### src/rtl/press_charge_if.sv
// Button/jump-stage bundle for press_charge: stimulus inputs plus the
// length/tall/enable outputs handed to the jump stage.
interface press_charge_if;
  logic       btn;
  logic       pulse;
  logic       jump_fin;
  logic [9:0] length;
  logic [9:0] tall;
  logic       jump_en;
  logic       charging;
  logic       land;

  modport master (
    output btn, pulse, jump_fin,
    input  length, tall, jump_en, charging, land
  );

  modport slave (
    input  btn, pulse, jump_fin,
    output length, tall, jump_en, charging, land
  );
endinterface

### src/rtl/press_charge.sv
// Jump-stage upstream controller: debounces the button, charges length/tall per
// frame tick, drives jump_en and rearms on jump_fin. Optional: AUTO_RELEASE_EN.
module press_charge #(
  parameter int unsigned TALL_MAX  = 80,
  parameter int unsigned TALL_MIN  = 40,
  parameter int unsigned TALL_STEP = 1,
  parameter int unsigned LEN_MIN   = 40,
  parameter int unsigned LEN_MAX   = 600,
  parameter int unsigned LEN_STEP  = 4,
  parameter int unsigned DEB_TICKS = 3
) (
  input logic           clk,
  input logic           rst,
  press_charge_if.slave bus
);

  localparam int unsigned DW = $clog2(DEB_TICKS + 1);

  typedef enum logic [1:0] {IDLE, CHARGE, JUMP, LAND} state_e;

  state_e          state_q, state_d;
  logic            btn_s1_q, btn_s1_d;
  logic            btn_s2_q, btn_s2_d;
  logic            btn_d_q, btn_d_d;
  logic [DW-1:0]   deb_cnt_q, deb_cnt_d;
  logic [9:0]      length_q, length_d;
  logic [9:0]      tall_q, tall_d;
  logic            jump_en_q, jump_en_d;
  logic            charging_q, charging_d;
  logic            land_q, land_d;

  logic            press, rel;
  logic [10:0]     len_sum;
  logic [9:0]      len_sat;
  logic [9:0]      tall_sat;

  always_comb begin
    btn_s1_d  = bus.btn;
    btn_s2_d  = btn_s1_q;
    btn_d_d   = btn_d_q;
    deb_cnt_d = deb_cnt_q;

    // Debounce state only advances on frame ticks; any agreeing sample restarts the count.
    if (bus.pulse) begin
      if (btn_s2_q != btn_d_q) begin
        if (deb_cnt_q == DW'(DEB_TICKS - 1)) begin
          btn_d_d   = btn_s2_q;
          deb_cnt_d = '0;
        end else begin
          deb_cnt_d = deb_cnt_q + 1'b1;
        end
      end else begin
        deb_cnt_d = '0;
      end
    end

    press = btn_d_d & ~btn_d_q;
    rel   = ~btn_d_d & btn_d_q;

    len_sum = {1'b0, length_q} + 11'(LEN_STEP);
    len_sat = (len_sum > 11'(LEN_MAX)) ? 10'(LEN_MAX) : len_sum[9:0];
    tall_sat = ({1'b0, tall_q} < 11'(TALL_MIN + TALL_STEP)) ? 10'(TALL_MIN)
                                                            : tall_q - 10'(TALL_STEP);

    state_d   = state_q;
    length_d  = length_q;
    tall_d    = tall_q;
    jump_en_d = 1'b0;
    land_d    = 1'b0;

    unique case (state_q)
      IDLE: begin
        if (press) begin
          state_d  = CHARGE;
          length_d = 10'(LEN_MIN);
          tall_d   = 10'(TALL_MAX);
        end
      end
      CHARGE: begin
        if (rel) begin
          state_d = JUMP;
        end else if (bus.pulse && btn_d_q) begin
          length_d = len_sat;
          tall_d   = tall_sat;
`ifdef AUTO_RELEASE_EN
          if (len_sat == 10'(LEN_MAX)) state_d = JUMP;
`endif
        end
      end
      JUMP: begin
        if (bus.jump_fin) begin
          state_d = LAND;
          land_d  = 1'b1;
          tall_d  = 10'(TALL_MAX);
        end else begin
          jump_en_d = 1'b1;
        end
      end
      LAND: begin
        state_d = IDLE;
      end
      default: state_d = IDLE;
    endcase

    charging_d = (state_d == CHARGE);
  end

  always_ff @(posedge clk) begin
    if (rst) begin
      state_q    <= IDLE;
      btn_s1_q   <= 1'b0;
      btn_s2_q   <= 1'b0;
      btn_d_q    <= 1'b0;
      deb_cnt_q  <= '0;
      length_q   <= 10'(LEN_MIN);
      tall_q     <= 10'(TALL_MAX);
      jump_en_q  <= 1'b0;
      charging_q <= 1'b0;
      land_q     <= 1'b0;
    end else begin
      state_q    <= state_d;
      btn_s1_q   <= btn_s1_d;
      btn_s2_q   <= btn_s2_d;
      btn_d_q    <= btn_d_d;
      deb_cnt_q  <= deb_cnt_d;
      length_q   <= length_d;
      tall_q     <= tall_d;
      jump_en_q  <= jump_en_d;
      charging_q <= charging_d;
      land_q     <= land_d;
    end
  end

  assign bus.length   = length_q;
  assign bus.tall     = tall_q;
  assign bus.jump_en  = jump_en_q;
  assign bus.charging = charging_q;
  assign bus.land     = land_q;

endmodule

### src/flat_wrapper.sv
// flat-port wrapper written by rule: the top's interface ports become plain ports
module press_charge_flat 
#(
  parameter int unsigned TALL_MAX  = 80,
  parameter int unsigned TALL_MIN  = 40,
  parameter int unsigned TALL_STEP = 1,
  parameter int unsigned LEN_MIN   = 40,
  parameter int unsigned LEN_MAX   = 600,
  parameter int unsigned LEN_STEP  = 4,
  parameter int unsigned DEB_TICKS = 3
)
  (clk, rst, bus_btn, bus_pulse, bus_jump_fin, bus_length, bus_tall, bus_jump_en, bus_charging, bus_land);
  press_charge_if bus_i ();
  input logic clk;
  input logic rst;
  input wire logic [$bits(bus_i.btn)-1:0] bus_btn;
  input wire logic [$bits(bus_i.pulse)-1:0] bus_pulse;
  input wire logic [$bits(bus_i.jump_fin)-1:0] bus_jump_fin;
  output wire logic [$bits(bus_i.length)-1:0] bus_length;
  output wire logic [$bits(bus_i.tall)-1:0] bus_tall;
  output wire logic [$bits(bus_i.jump_en)-1:0] bus_jump_en;
  output wire logic [$bits(bus_i.charging)-1:0] bus_charging;
  output wire logic [$bits(bus_i.land)-1:0] bus_land;
  assign bus_i.btn = bus_btn;
  assign bus_i.pulse = bus_pulse;
  assign bus_i.jump_fin = bus_jump_fin;
  assign bus_length = bus_i.length;
  assign bus_tall = bus_i.tall;
  assign bus_jump_en = bus_i.jump_en;
  assign bus_charging = bus_i.charging;
  assign bus_land = bus_i.land;
  press_charge #(.TALL_MAX(TALL_MAX), .TALL_MIN(TALL_MIN), .TALL_STEP(TALL_STEP), .LEN_MIN(LEN_MIN), .LEN_MAX(LEN_MAX), .LEN_STEP(LEN_STEP), .DEB_TICKS(DEB_TICKS)) u_core (.clk(clk), .rst(rst), .bus(bus_i));
endmodule
### config.mk
export PLATFORM = sky130hd
export DESIGN_NAME = press_charge_flat
export DESIGN_NICKNAME = d
export VERILOG_FILES = /design/src/rtl/press_charge_if.sv /design/src/rtl/press_charge.sv /design/src/flat_wrapper.sv
export SDC_FILE = /design/constraint.sdc
export NUM_CORES = 1
export LEC_CHECK = 0
export BUFFER_PORTS_ARGS = -buffer_cell sky130_fd_sc_hd__buf_2
export CAP_MARGIN = 40
export CELL_PAD_IN_SITES_DETAIL_PLACEMENT = 0
export CELL_PAD_IN_SITES_GLOBAL_PLACEMENT = 1
export CORE_ASPECT_RATIO = 0.9
export CORE_MARGIN = 2
export CORE_UTILIZATION = 40
export CTS_CLUSTER_SIZE = 25
export DETAILED_ROUTE_END_ITERATION = 6
export PLACE_DENSITY_LB_ADDON = 0.1
export REMOVE_ABC_BUFFERS = 1
export SLEW_MARGIN = 20
export SYNTH_ARGS = -nofsm -noshare
export SYNTH_HDL_FRONTEND = slang
export SYNTH_SLANG_ARGS = --single-unit
### constraint.sdc
create_clock -name clk -period 2.65 [get_ports clk]
set_input_delay 0.265 -clock clk [delete_from_list [all_inputs] [get_ports clk]]
set_output_delay 0.265 -clock clk [all_outputs]
set_load 0.05 [all_outputs]
Word level (Yosys, flattened, before mapping)
Cells that the tools add are included.

storage, ports and cells
  register bits = 30

operators by class
  reductions and logical operators = 7
  mux-type cells = 22
  order comparisons = 2
  equal/unequal tests = 10
  add/sub/neg operators = 3
  bitwise logic cells = 5

operators by type and width
  operator               count
  $mux 10                9
  $pmux 10 s3            1
  $pmux 10 s2            1
  $add 10x3->11 const B  1
  $gt 11x10->1 const B   1
  $lt 10x6->1 const B    1
  $mux 2                 5
  $sub 10x1->10 const B  1
  $pmux 2 s4             1
  $eq 2x2->1 const B     3
  $mux 1                 5
  $reduce_and 5->1       1
  $eq 2x1->1 const B     2
  $ne 2x1->1 const B     2
  $ne 2x2->1 const B     2
  $reduce_and 4->1       1
  $not 1->1              3
  $reduce_bool 3->1      1
  $add 2x1->2 const B    1
  $and 1x1->1            2
  $logic_not 2->1        1
  $reduce_bool 2->1      1
  $reduce_or 2->1        1
  $logic_and 1x1->1      1
  $ne 1x1->1             1

Longest topological paths before layout
  word-level depth = 9
  depth in mapped cells = 8
  mapped depth without buffers = 8

Worst setup path after synthesis
Ideal clock, no wire load.

  path kind = reg2reg
  start = register u_core.length_q[2] (netlist: u_core.bus.length[2])
  end = register u_core.length_q[5] (netlist: u_core.bus.length[5])
  setup slack = 0.240 ns
  clock period less this slack = 2.410 ns
  path buffers = 0
  setup time = 0.134 ns
  stages on the path, launching flop included = 8
  arrival time = 2.276 ns
  cell sequence = dfxtp_1 > ha_1 > nand3_1 > nor3b_1 > a31oi_1 > a31oi_4 > nor4_1 > or4_1

between the ends
  word-level cells in the longest chain between the ends = 6

RTL lines
  element                 RTL line             source
  from (decl)             press_charge.sv:26   logic [9:0] length_q, length_d;
  from (signal assigned)  press_charge.sv:115  length_q <= 10'(LEN_MIN);
  from (signal assigned)  press_charge.sv:126  length_q <= length_d;
  $add 10x3->11 *         press_charge.sv:60   len_sum = {1'b0, length_q} + 11'(LEN_STEP);
  $gt 11x10->1            press_charge.sv:61   len_sat = (len_sum > 11'(LEN_MAX)) ? 10'(LEN_MAX) : len_sum[9:0];
  $mux 10 *               press_charge.sv:61
  $mux 10 *               press_charge.sv:82   end else if (bus.pulse && btn_d_q) begin
  $mux 10 *               press_charge.sv:80   if (rel) begin
  $pmux 10 s2 *           press_charge.sv:71   unique case (state_q)

Mark *: on every way between the ends. The rest lies on a longest branch, timed or not. The select of a mux whose other input is x is not followed.
A chain may end at the register's enable or synchronous reset.

Worst setup path in the final report
Ends and elaborated chain as after synthesis.

==> impl_metrics.csv <==
group,metric,value,unit
drt,dr.pass1.iters,4,
clock_tree,post_cts_buffers,0,
yosys,synth_edf_count,0,
grt,grt.overflow.total,0,
timing,finalCritPeriodShare,0.824,
floorplanning,io_pins,28,
timing,hold_viol_final,0,
timing,setup_viol,0,
clock_tree,clk_pin_slew,0.09,ns
drt,antenna_left,0,
timing,skew,0.00569,ns
clock_tree,cts_tree,"done",
min_path,hold_class,"in2reg",
grt,grt_pass1_vias,1221,
grt,grt_antenna_before_repair,0,
drt,avgViaCountPerCell,5.39,
finish,syn2layout_area_growth,11.8,%
place,hpwl,2.24,mm
drt,wl,3.12,mm
power_and_ir_drop,p_leak,0.650,nW
timing,min_period,2.18,ns
finish,final_common_cell,"dfxtp_1",
setup_path,crit_fanout,8,
setup_path,worst-setup-path-type,"reg2reg",
grt,grt_use_total,0.150,
timing,worst_slew_pin_slew,0.562,ns
drt,drt_iter0_markers,69,
clock_tree,cts-root-buf,"clkbuf_8",
clock_tree,cts_resized,0,
timing,drv_slew,0,
clock_tree,htree_levels,1,
floorplanning,initial_core_util,0.414,
finish,drive_gt1_frac,0.163,
timing,whs,0.177,ns
setup_path,required,2.80,ns
yosys,synth_flop_cell,"dfxtp_1",
yosys,synth_cells,189,
place,io_buffers,25,
setup_path,start_kind,"register",
floorplanning,core_area,0.00368,mm2
clock_tree,numCtsBuffers,3,
power_and_ir_drop,power.total,704,uW
floorplanning,dieHeight,62.5,um
setup_path,critPathArrivalTime,2.33,ns
clock_tree,clkSinkCount,28,
yosys,synth_cell_types,52,
timing,rsz0062_at_grt,"no",
clock_tree,hold_buffers,0,
run_status,status,"complete, no violations",
yosys,synth-seq-area-share,0.368,
finish,nets,219,
yosys,avgSynthCellArea,8.05,um2
finish,final_cell_mix,"dfxtp_1 (28), buf_2 (25), nor2_1 (22), nand2_1 (18), a21oi_1 (15)",
clock_tree,clockBufferDepth,2,
place,gp_congestion,0.778,
job,maxCapViolations,0,
drt,drc,0,
clock_tree,clock_latency,0.27,ns
power_and_ir_drop,ir_drop,0.000198,V
power_and_ir_drop,power_density,414,mW/mm2
yosys,yosys_warnings,0,
finish,n_antenna_cell,0,
timing,fmax,458,MHz
floorplanning,num_rows,21,
floorplanning,die_area,0.00431,mm2
floorplanning,die_w,69.0,um
grt,grt_pass1_wl,5.45,mm
drt,vias,1374,
yosys,synth_area,0.00152,mm2
grt,grt_max_degree,23,
timing,slew-limit-headroom,0.625,
yosys,async_reset_ff_frac,0,
drt,wl_per_cell,12.2,um
setup_path,cp-end-kind,"register",
timing,finalSetupTns,0,ns
yosys,synth-seq-cells,28,
[critical path, cell delays in order (launching register included)]
cell and delay, ns:
dfxtp_1 0.47, ha_1 0.32, nand3_1 0.16, nor3b_1 0.21, a31oi_1 0.09, a31oi_4 0.30
nor4_1 0.07, or4_1 0.46
[flip-flops by register name, indices dropped and copies added, names as in the netlist]
signal and flops:
u_core.bus.jump_en 1, u_core.state_q 2, u_core.bus.length 8, u_core.deb_cnt_q 2
u_core.bus.tall 10, u_core.btn_s2_q 1, u_core.bus.land 1, u_core.bus.charging 1
u_core.btn_s1_q 1, u_core.btn_d_q 1
[routing by layer]
layer | share of wire | GRT usage
met5 | 0 | 0
met4 | 0.0026 | 0.0221
met3 | 0.038 | 0.0419
met2 | 0.47 | 0.256
met1 | 0.49 | 0.192
[kinds of logic (layout without fill, tap and decap cells)]
| logic type | count (synthesis) | in the layout | share of synthesized area |
|---|---|---|---|
| compound gates | 47 | 47 | 0.205 |
| xor+xnor | 7 | 7 | 0.0403 |
| fa+ha+maj | 3 | 3 | 0.0247 |
| buf+inv | 16 | 35 | 0.0518 |
| flops | 28 | 28 | 0.368 |
| mux | 1 | 1 | 0.00658 |
| other cells | 1 | 2 | 0.00246 |
| simple gates | 86 | 86 | 0.301 |
[Yosys cell counts, types with 3 or more instances]
master / number / area [um2]
dfxtp_1: 28 / 561
nor2_1: 22 / 82.6
nand2_1: 18 / 67.6
a21oi_1: 15 / 75.1
o21ai_0: 9 / 45.0
inv_1: 6 / 22.5
nand3_1: 6 / 30.0
nor3_1: 6 / 30.0
nand2b_1: 5 / 31.3
nor2b_1: 5 / 31.3
xor2_1: 5 / 43.8
a21o_1: 3 / 22.5
buf_2: 3 / 15.0
clkbuf_1: 3 / 11.3
ha_1: 3 / 37.5
nor3b_1: 3 / 22.5
[layout make-up]
class | instances | area, um2
inverter | 6 | 22.5
fill | 377 | 1980
sequential | 28 | 561
timing repair buffer | 26 | 133
tap | 46 | 57.6
multi-input combinational | 146 | 886
clock buffer | 3 | 41.3
[path summary, 6_finish.rpt]
check,start,endpoint,slack (ns),depth (start not counted)
min,bus_jump_fin,u_core.bus.jump_en$_SDFF_PP0_,0.18,2
min reg2reg,u_core.btn_s1_q$_SDFF_PP0_,u_core.btn_s2_q$_SDFF_PP0_,0.46,1
max,u_core.bus.length[2]$_SDFFE_PP0P_,u_core.bus.length[5]$_SDFFE_PP1P_,0.47,7
max reg2reg,u_core.bus.length[2]$_SDFFE_PP0P_,u_core.bus.length[5]$_SDFFE_PP1P_,0.47,7
[metrics by stage]
| step | std cells | setup WS (ns) | cell area (um2) | util |
|---|---|---|---|---|
| global route | 255 | 0.295 | 1700 | 0.462 |
| finish | 255 | 0.468 | 1700 | 0.462 |
| global placement | 252 | 0.534 | 1660 | 0.451 |
| floorplan | 180 | 0.217 | 1470 | - |
| detailed placement | 252 | 0.491 | 1660 | 0.451 |
| CTS | 255 | 0.465 | 1700 | 0.462 |
[power breakdown]
group	internal, mW	switching [mW]
Sequential	0.425	0.00444
Combinational	0.0145	0.0295
Clock	0.102	0.128
Note: power is estimated with default switching activity, not from simulation.
